===== config.mk =====
export PLATFORM = sky130hd
export DESIGN_NAME = controle_rodada
export DESIGN_NICKNAME = d
export VERILOG_FILES = /design/src/rtl/controle_rodada.sv
export SDC_FILE = /design/constraint.sdc
export NUM_CORES = 1
export LEC_CHECK = 0
export BUFFER_PORTS_ARGS = -buffer_cell sky130_fd_sc_hd__buf_2
export CORE_AREA = 2 2 56 79
export DETAILED_ROUTE_END_ITERATION = 10
export DIE_AREA = 0 0 58 81
export PLACE_DENSITY = 0.76
export RECOVER_POWER = 100
export SYNTH_ARGS = -nofsm -noshare
export SYNTH_HDL_FRONTEND = slang
export SYNTH_SLANG_ARGS = --single-unit

===== constraint.sdc =====
create_clock -name clock -period 2.18 [get_ports clock]
set_input_delay 0.218 -clock clock [delete_from_list [all_inputs] [get_ports clock]]
set_output_delay 0.218 -clock clock [all_outputs]
set_load 0.005 [all_outputs]

===== src/rtl/controle_rodada.sv =====
// Play-phase controller for MindFocus: fetch pattern, wait for one press or timeout, score, repeat N_RODADAS times.
// Press sampled at edge t updates pontos/erros one edge after COMPARA is entered; all outputs registered or state-decoded.
module controle_rodada #(
  parameter int N_RODADAS = 16,
  parameter int TIMEOUT   = 2000,
  parameter int LARG_CONT = 5
) (
  input  logic                 clock,
  input  logic                 reset,
  input  logic                 iniciar,
  input  logic [7:0]           padrao,
  input  logic [3:0]           botoes,
  input  logic                 acerto,
  output logic [3:0]           endereco,
  output logic [7:0]           padrao_reg,
  output logic [3:0]           jogada_reg,
  output logic [LARG_CONT-1:0] pontos,
  output logic [LARG_CONT-1:0] erros,
  output logic                 esgotou,
  output logic                 pronto,
  output logic                 fim,
  output logic [3:0]           estado_db
);

  localparam logic [2:0] IDLE    = 3'd0;
  localparam logic [2:0] CARREGA = 3'd1;
  localparam logic [2:0] ESPERA  = 3'd2;
  localparam logic [2:0] COMPARA = 3'd3;
  localparam logic [2:0] PROXIMA = 3'd4;
  localparam logic [2:0] FIM     = 3'd5;

  localparam int              TW        = $clog2(TIMEOUT);
  localparam logic [TW-1:0]   TIMER_FIM = TW'(TIMEOUT - 1);
  localparam logic [3:0]      ULTIMA    = 4'(N_RODADAS - 1);

  logic [2:0]    estado;
  logic [TW-1:0] timer;
  logic [3:0]    botoes_ant;
  logic          evento;
  logic          jogada_unica;

  // Only a rising transition from "nothing pressed" counts, so a held button never re-triggers.
  assign evento       = (botoes_ant == 4'd0) && (botoes != 4'd0);
  assign jogada_unica = (jogada_reg != 4'd0) && ((jogada_reg & (jogada_reg - 4'd1)) == 4'd0);

  always_ff @(posedge clock) begin
    if (reset) begin
      estado     <= IDLE;
      endereco   <= '0;
      padrao_reg <= '0;
      jogada_reg <= '0;
      pontos     <= '0;
      erros      <= '0;
      timer      <= '0;
      botoes_ant <= '0;
      esgotou    <= 1'b0;
    end else begin
      botoes_ant <= botoes;
      esgotou    <= 1'b0;
      case (estado)
        IDLE, FIM: begin
          if (iniciar) begin
            pontos   <= '0;
            erros    <= '0;
            endereco <= '0;
            timer    <= '0;
            estado   <= CARREGA;
          end
        end
        CARREGA: begin
          padrao_reg <= padrao;
          jogada_reg <= '0;
          timer      <= '0;
          estado     <= ESPERA;
        end
        ESPERA: begin
          timer <= timer + 1'b1;
          // A press on the last allowed cycle beats the timeout.
          if (evento) begin
            jogada_reg <= botoes;
            estado     <= COMPARA;
          end else if (timer == TIMER_FIM) begin
            jogada_reg <= '0;
            esgotou    <= 1'b1;
            estado     <= COMPARA;
          end
        end
        COMPARA: begin
          if (acerto && jogada_unica) pontos <= pontos + 1'b1;
          else                        erros  <= erros + 1'b1;
          estado <= PROXIMA;
        end
        PROXIMA: begin
          if (endereco == ULTIMA) begin
            estado <= FIM;
          end else begin
            endereco <= endereco + 1'b1;
            estado   <= CARREGA;
          end
        end
        default: estado <= IDLE;
      endcase
    end
  end

  assign pronto    = (estado == IDLE);
  assign fim       = (estado == FIM);
  assign estado_db = {1'b0, estado};

endmodule

==> impl_results.md, run 1 <==
- Row count: 28
- Syn_area_per_cell: between 8 and 9 um^2
- Fin. Hold Viols: 0
- Vias per inst: 5.34
- FF-to-FF setup slack: ~0.33 ns
- Clk Latency, worst-skew pair: 0.29 ns
- Final nets: 289
- Post-DP Area: 2260 um^2
- TritonCTS Buffers: 5
- Starting Density: 0.500
- Detail Placement HPWL: approximately 2.9 mm
- Post-Layout Inst Area: 2330 um^2
- Area grow syn2layout: 14.9%
- Largest register FFs: 11
- Largest net degree at the start of global routing: 25
- Required time of the worst setup path: 2.37 ns
- Port Buf Inserts: 47
- RSZ-0062 raised after global routing: no
- WS Path Type: reg2reg
- HP Class: in2reg
- Die area: 4700 um^2
- Drt pass-1 iters: 4
- P_leak: 0.923 nW
- Kind of start point of the critical path: flop
- Postcts setup bufs: 0
- Syn Inst Count: about 230
- Final Setup Violations: 0
- Die width: 58 um
- Post-route DRC: 0
- Min Tclk post-route: 1.85 ns
- Initial antenna violation count: 0
- Clock skew: between 0.003 and 0.004 ns
- Yosys cell types: 45
- #FFs+latches synth: 45
- CP Capture Type: flop
- First-pass GRT wire length: around 6.2 mm
- Status: finished, final reports clean
- Vias in the first global route: 1457
- Post-synth ARST share: 0
- Detailed-route via count: 1682
- Ant diodes: 0
- Hold Buf Count CTS: 0
- PwrDens: 675 nW/um^2
- Most frequent cells in the layout: dfxtp_1 (45), buf_2 (34), nor2_1 (28)
- Most common cell after layout, fill and taps aside: dfxtp_1
- GRT Residual Overflow: 0
- Most used DFF post-synth: dfxtp_1
- Die H: 81 um
- Arrival time worst endpoint: 2.04 ns
- CTS tree: yes
- Max Clk Rate: 540 MHz
- Final setup TNS: 0 ns
- WL/cell: 12.3 um
- Gr usage total: 0.173
- Final ANT Viol Nets: 0
- Share of post-route cells with drive strength above 1: 0.185
- EDFF count, synth: 0
- GPL Wtd Cong: 0.826
- Maximum fanout along the worst path: 4
- Number of max-cap violations: 0
- Yosys warning count: 0
- I/O pin total: 49
- Maximum vdd drop: around 530 uV
- CTS Buffer Depth: 2
- Register area share after synthesis: 0.444
- Drt total wl: 3.88 mm
- Max-slew headroom: 0.335
- Core area: 4060 um^2
- Part of the cycle the worst path needs: 0.849
- Total clock sinks: 45
- Post-cts sizing count: 0
- Worst slew pin tran: 0.998 ns
- Iteration-0 DRC Markers: 38
- Htree depth: 2
- Clock-pin slew on the worst setup and hold paths: 0.08 ns
- Syn Nets: 246
- CTS root buffer: clkbuf_8
- Mapped Area: between 2000 and 2500 um^2
- Max Slew Vio Count: 0
## report_power, final
part | internal [W] | switching, W | total [W]
clock network | 0.000286 | 0.000268 | 0.000554
registers | 0.000844 | 0.0000279 | 0.000872
logic | 0.0000628 | 0.0000867 | 0.000149
total | 0.00119 | 0.000382 | 0.00158
## worst max-delay path, stage by stage, from the launching register on
cell and delay [ns]:
dfxtp_1 0.38, ha_1 0.20, nand4_1 0.09, or4_1 0.43
a21o_1 0.21, nor3b_2 0.18, a22o_1 0.28
## metal layers
metal	vias up	wire length [um]	GRT usage
met5	-	0	0
met4	0	91	0.0907
met3	6	155	0.0589
met2	28	1990	0.292
met1	777	1640	0.189
li1	871	-	-
## synthesized netlist by cell type (all sizes together) (5+ instances only)
master / count / area share
a21oi: 18 / 0.044
buf: 5 / 0.020
clkbuf: 6 / 0.011
dfxtp: 45 / 0.44
nand2: 27 / 0.050
nand3: 7 / 0.017
nand4: 6 / 0.018
nor2: 28 / 0.052
nor2b: 5 / 0.015
nor3: 8 / 0.020
xnor2: 10 / 0.043
xor2: 9 / 0.039
## per-stage QoR
step / hold slack, ns / instances / power [W] / util / setup slack (ns)
final: 0.154 / 315 / 0.00158 / 0.574 / 0.330
after global placement: 0.440 / 307 / 0.00105 / 0.556 / 0.421
after global routing: 0.163 / 315 / 0.00165 / 0.574 / 0.205
after detailed placement: 0.448 / 307 / 0.00105 / 0.556 / 0.379
after CTS: 0.145 / 315 / 0.00160 / 0.581 / 0.372
after floorplan: 0.344 / 226 / 0.000997 / - / 0.483
## cells by family after synthesis
kind of cell | after synthesis | share of synthesized area
multiplexers | 3 | 0.0160
buffers and inverters | 13 | 0.0351
adder cells (fa/ha/maj) | 4 | 0.0246
AO/OA/AOI/OAI | 37 | 0.124
AND/OR/NAND/NOR | 104 | 0.272
flip-flops | 45 | 0.444
XOR/XNOR | 19 | 0.0819
other | 1 | 0.00185
## path summary, 6_finish.rpt
path	endpoint	start	cells after the start
min	padrao_reg[3]	padrao[3]	3
max reg2reg	jogada_reg[2]	timer[0]	6
min reg2reg	padrao_reg[3]	padrao_reg[3]	2
max	jogada_reg[2]	timer[0]	6
## layout make-up
type,instances,area [um^2]
clock inverters,1,5.00
repair buffers,47,219
flip-flops and latches,45,901
multi-input cells,168,1050
well taps,45,56.3
clock buffers,7,96.3
inverters,2,7.51
fillers,386,1730
No activity file was read; power rests on OpenSTA's default activity.
==> run 2, diff against run 1 <==
Clock period 2.18 ns to 1.9 ns, I/O delays scaled along.
==> impl_results.md, run 2 (synthesis results as in run 1) <==
- WS Path Type: reg2reg
- Number of max-cap violations: 0
- Max-slew headroom: 0.638
- Max Slew Vio Count: 0
- Worst slew pin tran: roughly 0.54 ns
- Final Setup Violations: 0
- Hold Buf Count CTS: 0
- Vias per inst: 5.35
- Total clock sinks: between 40 and 50
- Post-route DRC: 0
- Worst path depth: 6
- Slowest cell on the critical path: or4_4
- Maximum fanout along the worst path: 4
- Initial antenna violation count: 0
- Vias in the first global route: 1496
- GRT Residual Overflow: 0
- Largest net degree at the start of global routing: 25
- Fin. Hold Viols: 0
- Starting Density: 0.500
- Max Clk Rate: 561 MHz
- Largest register FFs: 11
- Total power: 0.00180 W
- Final ANT Viol Nets: 0
- WL/cell: between 10 and 15 um
- Clk Latency, worst-skew pair: 0.30 ns
- Kind of cell adding the most delay to the critical path: simple AND/OR/NAND/NOR gates
- First-pass GRT wire length: 6.42 mm
- Final nets: 296
- RR Endpoint: jogada_reg[2]
- RSZ-0062 raised after global routing: no
- Die area: 4700 um^2
- PwrDens: around 750 nW/um^2
- CTS Buffer Depth: 2
- Htree depth: 2
- Worst setup startpoint: timer[0]
- Reg2Reg Depth: 6
- Multi-input logic area: between 1000 and 1500 um^2
- Detail Placement HPWL: 2.85 mm
- Clock skew: between 0.01 and 0.015 ns
- Critical Path End: jogada_reg[2]
- Most frequent cells in the layout: dfxtp_1 (45), buf_2 (36), nor2_1 (28)
- Buffers & Inverters on Critical Path: 0
- Port Buf Inserts: 47
- Worst R2R Start: timer[0]
- Share of post-route cells with drive strength above 1: 0.213
- Core area: about 4100 um^2
- Status: finished, final reports clean
- CTS root buffer: clkbuf_8
- Area grow syn2layout: 17.7%
- GPL Wtd Cong: 0.808
- P_leak: 0.961 nW
- Filler cells: 400
- Required time of the worst setup path: 2.10 ns
- Iteration-0 DRC Markers: 31
- Slowest stage delay, CP: 0.42 ns
- Die H: 81 um
- FF-to-FF setup slack: 0.12 ns
- Arrival time worst endpoint: between 1.5 and 2 ns
- Ant diodes: 0
- Post-layout util: 0.588
- Part of the cycle the worst path needs: 0.938
- Postcts setup bufs: 0
- Final worst slack: 0.119 ns
- Post-cts sizing count: 0
- Die width: 58 um
- Clock-pin slew on the worst setup and hold paths: about 0.080 ns
- HP Class: in2reg
- Kind of start point of the critical path: flop
- Gr usage total: 0.176
- CTS tree: yes
- Fin cells: roughly 320
- Crit path cell chain: ha_1 -> nand4_1 -> or4_4 -> a21o_1 -> nor3b_4 -> a22o_1
- CP Capture Type: flop
- TritonCTS Buffers: 5
- Final setup TNS: 0 ns
- Detailed-route via count: 1723
- Place WS: 0.120 ns
- Drt pass-1 iters: 4
- Most common cell after layout, fill and taps aside: dfxtp_1
- Dpl cells: 314
- Min Tclk post-route: 1.78 ns
- Register area: around 900 um^2
- I/O pin total: 49
- Row count: 28
- Drt total wl: 3.83 mm
- Maximum vdd drop: 750 uV
-- run 2: cell count changes in the layout (fill, tap and decap cells not counted), sizes merged --
cell,previous run,this run
clkinv,1,2
clkbuf,20,18
buf,34,42
-- run 2: report_power, final --
group	internal, W	switching (W)	total (W)
Combinational	0.0000832	0.000109	0.000192
Clock	0.000295	0.000315	0.000610
Sequential	0.000968	0.0000248	0.000993
Total	0.00135	0.000449	0.00180
-- run 2: layout make-up --
cell class                      instances  share of cell area
Clock inverter                          2             0.00576
Inverter                                2             0.00314
Timing Repair Buffer                   54               0.113
Clock buffer                            6              0.0346
Sequential cell                        45               0.377
Multi-Input combinational cell        168               0.443
Tap cell                               45              0.0236
-- run 2: worst min-delay path by stage --
stage              start       endpoint  slack, ns  cells past startpoint
2_1_floorplan  botoes[0]  jogada_reg[0]       0.32                      1
3_3_place_gp   padrao[3]  padrao_reg[3]       0.43                      3
3_5_place_dp   padrao[7]  padrao_reg[7]       0.44                      3
4_1_cts        padrao[7]  padrao_reg[7]       0.12                      3
5_1_grt        padrao[3]  padrao_reg[3]       0.12                      3
6_report       padrao[7]  padrao_reg[7]       0.12                      3
-- run 2: tightest hold or removal path: stages --
cell and delay, ns:
buf_2 0.09, nand2_1 0.04, a21oi_1 0.05
-- run 2: per-layer routing --
metal | wire length (um) | GRT usage
met2 | 2000 | 0.314
met3 | 148 | 0.0430
met5 | 0 | 0
met4 | 70 | 0.0698
met1 | 1610 | 0.199
-- run 2: through the flow --
step / cell area, um^2 / hold slack, ns
final: 2390 / 0.120
after global routing: 2390 / 0.122
after CTS: 2410 / 0.118
after detailed placement: 2310 / 0.441
after global placement: 2310 / 0.430
after floorplan: 2030 / 0.316
==> run 3, diff against run 2 <==
Settings changed: CORE_AREA 2 2 56 79 to 2 2 55 77, CTS_BUF_LIST set to sky130_fd_sc_hd__clkbuf_4, DIE_AREA 0 0 58 81 to 0 0 57 79, PLACE_DENSITY 0.76 to 0.79, TNS_END_PERCENT set to 100.
==> impl_results.md, run 3 (synthesis results as in run 1) <==
- GRT Residual Overflow: 0
- Largest register FFs: 11
- GPL Wtd Cong: 0.743
- Initial antenna violation count: 0
- Max Slew Vio Count: 0
- Most frequent cells in the layout: dfxtp_1 (45), buf_2 (40), nor2_1 (28)
- Core area: 3850 um^2
- Max-slew headroom: 0.629
- Detail Placement HPWL: 2.98 mm
- CTS Buffer Depth: 2
- CP Capture Type: flop
- Most common cell after layout, fill and taps aside: dfxtp_1
- Gr usage total: 0.180
- Arrival time worst endpoint: 2.08 ns
- Starting Density: 0.527
- CTS tree: yes
- Buffers & Inverters on Critical Path: 0
- Iteration-0 DRC Markers: 45
- Vias in the first global route: 1556
- Area grow syn2layout: 15.8%
- Port Buf Inserts: 47
- Ant diodes: 0
- Clock-pin slew on the worst setup and hold paths: 0.14 ns
- Maximum vdd drop: 461 uV
- Row count: 27
- Filler cells: 356
- TritonCTS Buffers: 5
- Number of max-cap violations: 0
- Maximum fanout along the worst path: 4
- Post-layout util: 0.611
- Fin. Hold Viols: 0
- Part of the cycle the worst path needs: 0.947
- Htree depth: 2
- Clock skew: 0.00809 ns
- Crit path cell chain: ha_1 -> nand4_1 -> or4_1 -> a21o_1 -> nor3b_4 -> a22o_1
- Final ANT Viol Nets: 0
- First-pass GRT wire length: 6.44 mm
- WS Path Type: reg2reg
- Slowest cell on the critical path: or4_1
- Total power: 0.00166 W
- Detailed-route via count: approximately 1700
- Final setup TNS: 0 ns
- Required time of the worst setup path: 2.18 ns
- Clk Latency, worst-skew pair: 0.37 ns
- Die width: 57 um
- Slowest stage delay, CP: roughly 0.43 ns
- Die area: 4500 um^2
- CTS root buffer: clkbuf_4
- Final Setup Violations: 0
- Min Tclk post-route: 1.80 ns
- I/O pin total: 49
- Final nets: 296
- Drt total wl: roughly 4.0 mm
- Status: finished, final reports clean
- Max Clk Rate: 556 MHz
- P_leak: 0.961 nW
- PwrDens: slightly above 700 nW/um^2
- Post-route DRC: 0
- Drt pass-1 iters: 4
- Hold Buf Count CTS: 0
- Vias per inst: between 5 and 6
- Share of post-route cells with drive strength above 1: 0.227
- RSZ-0062 raised after global routing: no
- Final hold slack: 0.0402 ns
- Post-cts sizing count: 0
- Postcts setup bufs: 0
- Total clock sinks: 45
- Kind of start point of the critical path: flop
- HP Class: in2reg
- Largest net degree at the start of global routing: 25
- Kind of cell adding the most delay to the critical path: simple AND/OR/NAND/NOR gates
- Die H: 79 um
- Worst slew pin tran: around 0.56 ns
- WL/cell: 12.5 um
-- run 3: cell count changes in the layout (fill, tap and decap cells not counted), sizes merged --
cell and change:
clkinvlp +1, buf +4, clkbuf -5, clkinv -1
inv +1
-- run 3: cell type report --
type | instances | area, um^2 | area share
flip-flops and latches | 45 | 901 | 0.383
multi-input cells | 168 | 1050 | 0.448
clock buffers | 5 | 37.5 | 0.0160
inverters | 2 | 7.51 | 0.00319
well taps | 43 | 53.8 | 0.0229
repair buffers | 54 | 277 | 0.118
clock inverters | 3 | 21.3 | 0.00904
-- run 3: path summary, 6_finish.rpt --
check | start | to | slack (ns) | cells past startpoint
max | timer[0] | jogada_reg[1] | 0.10 | 6
min | padrao[6] | padrao_reg[6] | 0.04 | 3
max reg2reg | timer[0] | jogada_reg[1] | 0.10 | 6
min reg2reg | padrao_reg[2] | padrao_reg[2] | 0.46 | 2
-- run 3: routing by layer --
| metal | up-vias | track usage | wire length [um] |
|---|---|---|---|
| li1 | 883 | - | - |
| met1 | 809 | 0.206 | 1730 |
| met2 | 36 | 0.313 | 2060 |
| met3 | 8 | 0.0293 | 146 |
| met4 | 0 | 0.105 | 73 |
| met5 | - | 0 | 0 |
-- run 3: worst min-delay path, cell delays in order --
cell	delay, ns
buf_2	0.09
nand2_1	0.05
a21oi_1	0.05
-- run 3: where the power goes --
| group | total (W) | internal [W] | switching (W) |
|---|---|---|---|
| registers | 0.000994 | 0.000970 | 0.0000249 |
| logic | 0.000194 | 0.0000839 | 0.000110 |
| clock network | 0.000469 | 0.000147 | 0.000323 |
-- run 3: through the flow --
| step | cells | worst slack [ns] | instance area, um^2 |
|---|---|---|---|
| 3_5_place_dp | 312 | 0.127 | 2310 |
| 6_report | 320 | 0.102 | 2350 |
| 5_1_grt | 320 | 0.0114 | 2350 |
| 3_3_place_gp | 312 | 0.164 | 2310 |
| 4_1_cts | 320 | 0.112 | 2370 |
| 2_1_floorplan | 226 | 0.203 | 2030 |
